`src/rtl/fir_pkg.sv`:
```
// ============================================================================
// Module      : fir_pkg
// Description : Shared defaults and round/saturate helpers for the FIR
//               decimator output stage.
// Revision    : 1.0 - initial release
// ============================================================================
`default_nettype none

package fir_pkg;

    localparam int C_WIDTH_IN  = 17;
    localparam int C_WIDTH_OUT = 8;
    localparam int C_SHIFT     = 3;
    localparam int C_R         = 2;
    localparam int C_DEPTH     = 4;

    // Add half an LSB, then floor-shift: rounds half toward +inf.
    function automatic logic signed [63:0] fp_round_shift(
        input logic signed [63:0] x,
        input int                 shift
    );
        logic signed [63:0] bias;
        if (shift == 0) begin
            return x;
        end
        bias = 64'sd1 <<< (shift - 1);
        return (x + bias) >>> shift;
    endfunction

    function automatic logic signed [63:0] fp_clamp(
        input logic signed [63:0] x,
        input int                 wout
    );
        logic signed [63:0] hi;
        logic signed [63:0] lo;
        hi = (64'sd1 <<< (wout - 1)) - 64'sd1;
        lo = -(64'sd1 <<< (wout - 1));
        if (x > hi) begin
            return hi;
        end
        if (x < lo) begin
            return lo;
        end
        return x;
    endfunction

endpackage

`default_nettype wire

```
`src/rtl/sync_fifo.sv`:
```
// ============================================================================
// Module      : sync_fifo
// Description : Single-clock FIFO with combinational head read and
//               simultaneous push/pop while full.
// Revision    : 1.0 - initial release
// ============================================================================
`default_nettype none

module sync_fifo #(
    parameter int WIDTH = 8,
    parameter int DEPTH = 4
) (
    input  logic                   clk,
    input  logic                   rstn,
    input  logic                   clr,
    input  logic                   push,
    input  logic [WIDTH-1:0]       din,
    input  logic                   pop,
    output logic [WIDTH-1:0]       dout,
    output logic                   full,
    output logic                   empty,
    output logic [$clog2(DEPTH):0] count
);

    localparam int AW = $clog2(DEPTH);

    logic [WIDTH-1:0] r_mem [DEPTH];
    logic [AW-1:0]    r_wr;
    logic [AW-1:0]    r_rd;
    logic [AW:0]      r_count;
    logic             w_do_push;
    logic             w_do_pop;

    assign full      = (r_count == (AW+1)'(DEPTH));
    assign empty     = (r_count == '0);
    assign count     = r_count;
    assign dout      = r_mem[r_rd];
    // A pop frees the slot the same edge, so a full FIFO can still accept.
    assign w_do_pop  = pop && !empty && !clr;
    assign w_do_push = push && (!full || w_do_pop) && !clr;

    always_ff @(posedge clk) begin
        if (w_do_push) begin
            r_mem[r_wr] <= din;
        end
    end

    always_ff @(posedge clk or negedge rstn) begin
        if (!rstn) begin
            r_wr    <= '0;
            r_rd    <= '0;
            r_count <= '0;
        end else if (clr) begin
            r_wr    <= '0;
            r_rd    <= '0;
            r_count <= '0;
        end else begin
            if (w_do_push) begin
                r_wr <= r_wr + AW'(1);
            end
            if (w_do_pop) begin
                r_rd <= r_rd + AW'(1);
            end
            case ({w_do_push, w_do_pop})
                2'b10:   r_count <= r_count + (AW+1)'(1);
                2'b01:   r_count <= r_count - (AW+1)'(1);
                default: r_count <= r_count;
            endcase
        end
    end

endmodule

`default_nettype wire

```
`src/rtl/fir_decim_sat.sv`:
```
// ============================================================================
// Module      : fir_decim_sat
// Description : Decimates FIR output by R, rounds/shifts, saturates and
//               buffers the result in an output FIFO with sticky flags.
// Revision    : 1.0 - initial release
// ============================================================================
`default_nettype none

module fir_decim_sat
    import fir_pkg::*;
#(
    parameter int WIDTH_IN  = C_WIDTH_IN,
    parameter int WIDTH_OUT = C_WIDTH_OUT,
    parameter int SHIFT     = C_SHIFT,
    parameter int R         = C_R,
    parameter int DEPTH     = C_DEPTH
) (
    input  logic                        clk,
    input  logic                        rstn,
    input  logic                        clr,
    input  logic                        in_en,
    input  logic signed [WIDTH_IN-1:0]  din,
    output logic signed [WIDTH_OUT-1:0] out_data,
    output logic                        out_valid,
    input  logic                        out_ready,
    output logic                        sat_flag,
    output logic                        ovf_flag
);

    localparam int             PW     = (R > 1) ? $clog2(R) : 1;
    localparam logic [PW-1:0]  C_LAST = PW'(R - 1);
    localparam int             CW     = $clog2(DEPTH) + 1;

    logic [PW-1:0]                r_phase;
    logic                         r_pipe_vld;
    logic signed [WIDTH_OUT-1:0]  r_pipe_data;
    logic                         r_sat;
    logic                         r_ovf;

    logic signed [63:0]           w_x;
    logic signed [63:0]           w_shifted;
    logic signed [63:0]           w_clamped;
    logic                         w_sat;
    logic                         w_kept;
    logic                         w_full;
    logic                         w_empty;
    logic [CW-1:0]                w_count;
    logic [WIDTH_OUT-1:0]         w_dout;
    logic                         w_pop;
    logic                         w_push;

    assign w_x       = {{(64-WIDTH_IN){din[WIDTH_IN-1]}}, din};
    assign w_shifted = fp_round_shift(w_x, SHIFT);
    assign w_clamped = fp_clamp(w_shifted, WIDTH_OUT);
    assign w_sat     = (w_clamped != w_shifted);
    assign w_kept    = in_en && (r_phase == C_LAST);

    assign out_valid = (w_count != '0);
    assign out_data  = w_empty ? '0 : w_dout;
    assign sat_flag  = r_sat;
    assign ovf_flag  = r_ovf;

    assign w_pop     = out_valid && out_ready && !clr;
    assign w_push    = r_pipe_vld && !clr;

    always_ff @(posedge clk or negedge rstn) begin
        if (!rstn) begin
            r_phase     <= '0;
            r_pipe_vld  <= 1'b0;
            r_pipe_data <= '0;
            r_sat       <= 1'b0;
            r_ovf       <= 1'b0;
        end else if (clr) begin
            r_phase     <= '0;
            r_pipe_vld  <= 1'b0;
            r_sat       <= 1'b0;
            r_ovf       <= 1'b0;
        end else begin
            if (in_en) begin
                r_phase <= w_kept ? '0 : r_phase + PW'(1);
            end
            r_pipe_vld <= w_kept;
            if (w_kept) begin
                r_pipe_data <= w_clamped[WIDTH_OUT-1:0];
                if (w_sat) begin
                    r_sat <= 1'b1;
                end
            end
            // The staged word is lost only if nothing leaves the full FIFO.
            if (r_pipe_vld && w_full && !w_pop) begin
                r_ovf <= 1'b1;
            end
        end
    end

    sync_fifo #(
        .WIDTH (WIDTH_OUT),
        .DEPTH (DEPTH)
    ) u_fifo (
        .clk   (clk),
        .rstn  (rstn),
        .clr   (clr),
        .push  (w_push),
        .din   (r_pipe_data),
        .pop   (w_pop),
        .dout  (w_dout),
        .full  (w_full),
        .empty (w_empty),
        .count (w_count)
    );

endmodule

`default_nettype wire
```
`config.mk`:
```
export PLATFORM = sky130hd
export DESIGN_NAME = fir_decim_sat
export DESIGN_NICKNAME = d
export VERILOG_FILES = /design/src/rtl/fir_pkg.sv /design/src/rtl/sync_fifo.sv /design/src/rtl/fir_decim_sat.sv
export SDC_FILE = /design/constraint.sdc
export NUM_CORES = 1
export LEC_CHECK = 0
export BUFFER_PORTS_ARGS = -buffer_cell sky130_fd_sc_hd__buf_2
export CORE_ASPECT_RATIO = 1.1
export CORE_MARGIN = 5
export CORE_UTILIZATION = 45
export CTS_CLUSTER_SIZE = 25
export DETAILED_ROUTE_END_ITERATION = 8
export GPL_TIMING_DRIVEN = 1
export HOLD_SLACK_MARGIN = 0.03
export MAX_ROUTING_LAYER = met4
export SYNTH_ARGS = -nofsm -noshare
export SYNTH_HDL_FRONTEND = slang
export SYNTH_SLANG_ARGS = --single-unit
```
`constraint.sdc`:
```
create_clock -name clk -period 2.6 [get_ports clk]
set_input_delay 0.26 -clock clk [delete_from_list [all_inputs] [get_ports clk]]
set_output_delay 0.26 -clock clk [all_outputs]
set_load 0.05 [all_outputs]
```
# ---- Word-level counts from Yosys, hierarchy flattened
# Memory sizes are Yosys's and may differ from the RTL's.
# Cells that the tools add are included.
dict set report word_totals {
  register_bits 19
  latch_bits 0
  ramBits 32
  rom_bits 0
  inputBits 22
  out_inout_bits 11
  word_cells 73
  n_memories 1
}
# name depth width rd rd_clocked_by_memory_dff write_ports line
set mem_list {}
lappend mem_list {u_fifo.r_mem 4 8 1 0 1 sync_fifo.sv:27} ;# logic [WIDTH-1:0] r_mem [DEPTH];
dict set report op_classes {
  addsub 6
  mul 0
  div 0
  order_cmp 2
  n_eq_ne 4
  shift 0
  mux 25
  bitwise 1
  reduce_logical 26
}
# operator count
set ops {}
lappend ops {{two-way mux 64 bit} 4}
lappend ops {{inequality test 64 x 15 -> 1 bit} 1}
lappend ops {{adder 17 x 4 -> 18 bit, second input constant} 1}
lappend ops {{greater-than comparator 15 x 8 -> 1 bit, second input constant} 1}
lappend ops {{< comparator 15 x 8 -> 1 bit, second input constant} 1}
lappend ops {{two-way mux 1 bit} 14}
lappend ops {{nonzero test 2 bit} 6}
lappend ops {{logical AND 1 bit} 10}
lappend ops {{two-way mux 2 bit} 4}
lappend ops {{two-way mux 8 bit} 1}
lappend ops {{case mux 3 bit (2 select lines)} 1}
lappend ops {{nonzero test 3 bit} 2}
lappend ops {{adder 2 x 1 -> 2 bit, second input constant} 2}
lappend ops {{logical NOT 1 bit} 4}
lappend ops {{AND reduction 2 bit} 2}
lappend ops {{adder 3 x 1 -> 3 bit, second input constant} 1}
lappend ops {{== test 3 bit, second input constant} 1}
lappend ops {{logical NOT 3 bit} 1}
lappend ops {{two-way mux 3 bit} 1}
lappend ops {{subtractor 3 x 1 -> 3 bit, second input constant} 1}
lappend ops {{== test 2 x 1 -> 1 bit, second input constant} 1}
lappend ops {{== test 2 bit, second input constant} 1}
lappend ops {{adder 1 bit, second input constant} 1}
lappend ops {{logical OR 1 bit} 1}
lappend ops {{NOT 1 bit} 1}

# ---- Longest topological paths before layout
dict set report logic_depth {
  ltp_word 11
  mapped_depth 11
  ltp_nobuf 10
}

# ---- Modules after synthesis
# Synthesis repeated with hierarchy kept, for this count alone.
dict set report hier_totals {
  cells_unflattened 239
  area_unflattened_um2 2855.2
}
# mod instances cells_per_inst area_per_inst_um2 seq_area_each_um2
set modules_own_cells {}
lappend modules_own_cells {sync_fifo 1 106 1755.4 1136.1}
lappend modules_own_cells {fir_decim_sat 1 133 1099.8 300.3}

# ---- Worst setup path after synthesis
# OpenSTA, ideal clock, no wires.
dict set report synth_timing {
  kind {input to register}
  start {in din[4]}
  end {reg r_pipe_data[3]}
  setup_ns 0.126
  t_arrival_ns 2.177
  t_required_ns 2.474
  setup_slack_ns 0.297
  cell_stages 9
  n_path_buf 1
  cell_sequence {buf_4 > nand4_4 > or4b_1 > nand3_1 > o2111ai_1 > or2_1 > ha_1 > nor2_1 > a221o_1}
}
dict set report synth_between {
  elab_chain_len 6
  word_cells_on_any_way 9
  cone_classes {add/sub: 1; order compare: 2; mux: 6}
}
# element line
set synth_lines {}
lappend synth_lines {{from (decl)} fir_decim_sat.sv:22} ;# input logic signed [WIDTH_IN-1:0] din,
lappend synth_lines {{adder 17 x 4 -> 18 bit (*)} fir_pkg.sv:27} ;# return (x + bias) >>> shift;
lappend synth_lines {{< comparator 15 x 8 -> 1 bit} fir_pkg.sv:41} ;# if (x < lo) begin
lappend synth_lines {{two-way mux 1 bit (2 in a row)} fir_pkg.sv:41}
lappend synth_lines {{two-way mux 64 bit} fir_pkg.sv:44} ;# return x;
lappend synth_lines {{two-way mux 64 bit (*)} fir_pkg.sv:41}
lappend synth_lines {{to (signal assigned)} fir_decim_sat.sv:84} ;# r_pipe_data <= w_clamped[WIDTH_OUT-1:0];
lappend synth_lines {{to (decl)} fir_decim_sat.sv:36} ;# logic signed [WIDTH_OUT-1:0] r_pipe_data;
# Every way passes the cells marked *; elsewhere a longest branch is shown, timed or not. The select of a mux whose other input is x is not followed.
# A chain may end at the register's enable or synchronous reset.

# ---- Worst setup path after layout
dict set report layout_timing {
  start {reg u_fifo.r_rd[0]}
  end {out out_data[3]}
}
dict set report layout_between {
  elab_chain_len 2
}
# element line
set layout_lines {}
lappend layout_lines {{from (decl)} sync_fifo.sv:29} ;# logic [AW-1:0] r_rd;
lappend layout_lines {{from (signal assigned)} sync_fifo.sv:62} ;# r_rd <= r_rd + AW'(1);
lappend layout_lines {{memory read (4 x 8 bit)} n/a}
lappend layout_lines {{two-way mux 8 bit} fir_decim_sat.sv:59} ;# assign out_data = w_empty ? '0 : w_dout;
lappend layout_lines {{to (decl)} fir_decim_sat.sv:23} ;# output logic signed [WIDTH_OUT-1:0] out_data,
# No other way between the ends.

==> impl_results.rst <==
.. list-table::
   :header-rows: 1

   * - Metric
     - Value
   * - Outcome
     - completed
   * - Category of the worst setup path launch point
     - flop
   * - Antenna Nets Post-Route
     - 0
   * - Syn Std Cell Area
     - 2690 um2
   * - Vertical die dimension
     - 91.09 um
   * - Skew final
     - 8.583 ps
   * - Actual slew at the worst max-slew pin
     - 594.0 ps
   * - Synth unique cells
     - 53
   * - PD cells
     - 796.2 nW/um2
   * - Global-route congestion overflow total
     - 0
   * - TritonCTS sink count
     - 51
   * - Reg2reg end
     - u_fifo.count[2]
   * - Layout cells sized above 1
     - 0.2311
   * - Hold-fix buffers at CTS
     - 1
   * - Post-synth net total
     - 246
   * - Post-synthesis area per instance
     - 12.40 um2
   * - Most common cell after layout, fill and taps aside
     - sky130_fd_sc_hd__edfxtp_1
   * - Average detailed-routed wire length per instance
     - 15.03 um
   * - TritonCTS clock tree
     - yes
   * - Unrepaired setup endpoints after global routing
     - no
   * - Final routed wirelength across all metal layers
     - 4.930 mm
   * - Portion of the post-synthesis area used by sequential elements
     - 0.5340
   * - DP Wirelength
     - 3.704 mm
   * - Hold Violations, Final
     - 0
   * - Beginning of the worst register-to-register path
     - u_fifo.count[0]
   * - CP Data Arrival Time
     - 1980 ps
   * - Master cell of the clock root buffer
     - sky130_fd_sc_hd__clkbuf_8
   * - Max-cap viol count
     - 0
   * - Part of the cycle the worst path needs
     - 0.8625
   * - IO Count
     - 33
   * - Die Area
     - 7626 um2
   * - Later-pin clock latency in the skew report
     - 300 ps
   * - Worst Reg2Reg Path Length in Cells
     - 7
   * - Setup crit end kind
     - output port
   * - Most used cells in the layout excluding fill and tap cells
     - sky130_fd_sc_hd__edfxtp_1, sky130_fd_sc_hd__buf_2, sky130_fd_sc_hd__dfrtp_1, sky130_fd_sc_hd__nor2_1, sky130_fd_sc_hd__and2_1
   * - Deepest clock path buffer count
     - 2
   * - Post-synth ARST share
     - 0.3725
   * - # rows
     - 29
   * - Worst voltage drop across the vdd grid
     - 366.4 uV
   * - Setup repair bufs after CTS
     - 0
   * - Slew headroom
     - 0.6040
   * - Instance count of the mapped netlist
     - 217
   * - Final standard cell count with taps included and fillers excluded
     - 328
   * - Total of flip-flops plus latches after synthesis
     - 51
   * - Crit Path Category
     - flop to output port
   * - Data required time at the worst endpoint
     - 2340 ps
   * - Beginning of the critical path
     - u_fifo.r_rd[0]
   * - Core region area
     - 5806 um2
   * - Startpoint of the tightest hold check path
     - in_en
   * - Cts bufs inserted
     - 5
   * - Starting density of the core
     - 0.4634
   * - Reported leakage power
     - 1.181 nW
   * - Pin count of the biggest net entering global routing
     - 20
   * - Most used DFF post-synth
     - sky130_fd_sc_hd__edfxtp_1
   * - Max Freq
     - 445.9 MHz
   * - Via count of the first global-routing pass
     - 1866
   * - Post-Route Utilization
     - 0.5276
   * - Register-to-register setup slack
     - 580 ps
   * - Type of the tightest min-delay check
     - primary input to flop
   * - Crit Path Max Fanout
     - 10
   * - Pins over their slew limit
     - 0
   * - Vias per inst
     - 5.415
   * - Global placement routability congestion
     - 0.8579
   * - Endpoint of the worst hold path
     - r_phase
   * - Worst hold path stage count
     - 3
   * - Synthesis Warnings
     - 0
   * - Count of antenna diodes in the layout
     - 0
   * - Detailed Route Iter0 Violations
     - 103
   * - Antenna violations before repair
     - 0
   * - Residual DRC count
     - 0
   * - First-pass GRT wire length
     - 8.721 mm
   * - Setup violators final
     - 0
   * - Total track usage
     - 0.1458
   * - Number of enable flip-flop cells after synthesis
     - 32
   * - Vias post-DR
     - 1776
   * - Area overhead of the layout relative to synthesis
     - 13.86%
   * - TNS Setup
     - 0 ps
   * - Clock-pin slew reported for the worst setup and hold paths after clock tree synthesis
     - 80 ps
   * - Hold WS
     - 225.4 ps
   * - Final nets
     - 279
   * - Placed Cells incl. Taps
     - 319
   * - Die extent in x
     - 83.72 um
   * - Number of port buffers
     - 30
   * - Deepest level of the CTS H-tree
     - 2
   * - Number of gates resized after CTS
     - 0
   * - Number of optimization iterations in the first detailed-route pass
     - 4
   * - Min Tclk post-route
     - 2243 ps
worst max-delay path by stage:
| stage | cells past startpoint | slack [ps] | end |
|---|---|---|---|
| 3_3_place_gp | 10 | 160 | r_pipe_data[5] |
| 3_5_place_dp | 10 | 140 | r_pipe_data[7] |
| 4_1_cts | 3 | 310 | out_data[3] |
| 2_1_floorplan | 9 | 300 | r_pipe_data[3] |
| 6_report | 3 | 360 | out_data[3] |
| 5_1_grt | 3 | 190 | out_data[3] |
metal layers:
layer | GRT usage | up-vias | part of all wire
met1 | 0.1575 | 839 | 0.41
met2 | 0.2619 | 44 | 0.52
met4 | 0.06568 | 0 | 0.025
met5 | - | - | 0
met3 | 0.02353 | 12 | 0.038
li1 | - | 881 | -
metrics by stage:
stage	total power [mW]	setup slack, ps	instance area, um2
detailed placement	1.876	138.8	2922
floorplan	1.683	296.7	2690
global route	2.575	194.5	3063
global placement	1.864	158.0	2922
finish	2.439	357.5	3063
CTS	2.465	314.0	3063
where the power goes:
part	switching (mW)	internal [mW]
sequential	0.124	0.979
clock	0.249	0.345
combinational	0.464	0.279
cells in the mapped netlist (2+ instances only):
cell type / instances / area share
sky130_fd_sc_hd__edfxtp_1: 32 / 0.36
sky130_fd_sc_hd__dfrtp_1: 19 / 0.18
sky130_fd_sc_hd__nor2_1: 16 / 0.022
sky130_fd_sc_hd__and2_1: 13 / 0.030
sky130_fd_sc_hd__nand2_1: 12 / 0.017
sky130_fd_sc_hd__xnor2_1: 12 / 0.039
sky130_fd_sc_hd__nor3_1: 11 / 0.020
sky130_fd_sc_hd__mux4_2: 8 / 0.067
sky130_fd_sc_hd__ha_1: 6 / 0.028
sky130_fd_sc_hd__nand3_1: 6 / 0.011
sky130_fd_sc_hd__inv_1: 5 / 0.0070
sky130_fd_sc_hd__a221o_1: 4 / 0.015
sky130_fd_sc_hd__and3_1: 4 / 0.0093
sky130_fd_sc_hd__clkbuf_1: 4 / 0.0056
sky130_fd_sc_hd__nor2b_1: 4 / 0.0093
sky130_fd_sc_hd__xor2_1: 4 / 0.013
sky130_fd_sc_hd__a21oi_1: 3 / 0.0056
sky130_fd_sc_hd__and4_1: 3 / 0.0098
sky130_fd_sc_hd__o21ai_0: 3 / 0.0056
sky130_fd_sc_hd__o21ai_1: 3 / 0.0056
sky130_fd_sc_hd__or2_1: 3 / 0.0070
sky130_fd_sc_hd__a211o_1: 2 / 0.0065
sky130_fd_sc_hd__a41oi_1: 2 / 0.0065
sky130_fd_sc_hd__buf_2: 2 / 0.0037
sky130_fd_sc_hd__buf_4: 2 / 0.0056
sky130_fd_sc_hd__mux2i_1: 2 / 0.0074
sky130_fd_sc_hd__nand4_1: 2 / 0.0047
sky130_fd_sc_hd__o2111ai_1: 2 / 0.0065
sky130_fd_sc_hd__o211a_1: 2 / 0.0074
sky130_fd_sc_hd__o31ai_1: 2 / 0.0056
sky130_fd_sc_hd__or3_1: 2 / 0.0047
worst max-delay path, stage by stage (launching register included):
cell and delay (ps):
sky130_fd_sc_hd__dfrtp_1 730, sky130_fd_sc_hd__mux4_2 590, sky130_fd_sc_hd__and2_1 160, sky130_fd_sc_hd__buf_2 200
registers in the layout (all words and copies together) (netlist names):
name,cells
sat_flag,1
u_fifo.count,3
r_pipe_data,8
r_pipe_vld,1
r_phase,1
u_fifo.r_wr,2
u_fifo.r_mem,32
ovf_flag,1
u_fifo.r_rd,2
area by class of cell:
| cell class | count | area, um2 |
|---|---|---|
| inverter | 5 | 18.77 |
| multi-input combinational | 150 | 1175 |
| clock buffer | 6 | 93.84 |
| fill | 531 | 2743 |
| timing repair buffer | 37 | 205.2 |
| tap | 77 | 96.34 |
| clock inverter | 2 | 37.54 |
| sequential | 51 | 1436 |
kinds of logic (layout without fill, tap and decap cells):
| logic type | count (synthesis) | count (layout) | synth area share |
|---|---|---|---|
| AOI/OAI and AO/OA | 33 | 33 | 0.09954 |
| xor gates and xnor gates | 16 | 16 | 0.05209 |
| adders and majority gates | 7 | 7 | 0.03535 |
| buffers and inverters | 16 | 50 | 0.02930 |
| DFF | 51 | 51 | 0.5340 |
| muxes | 10 | 10 | 0.07442 |
| and+or+nand+nor | 84 | 84 | 0.1754 |
(Power assumes the default switching activity.)
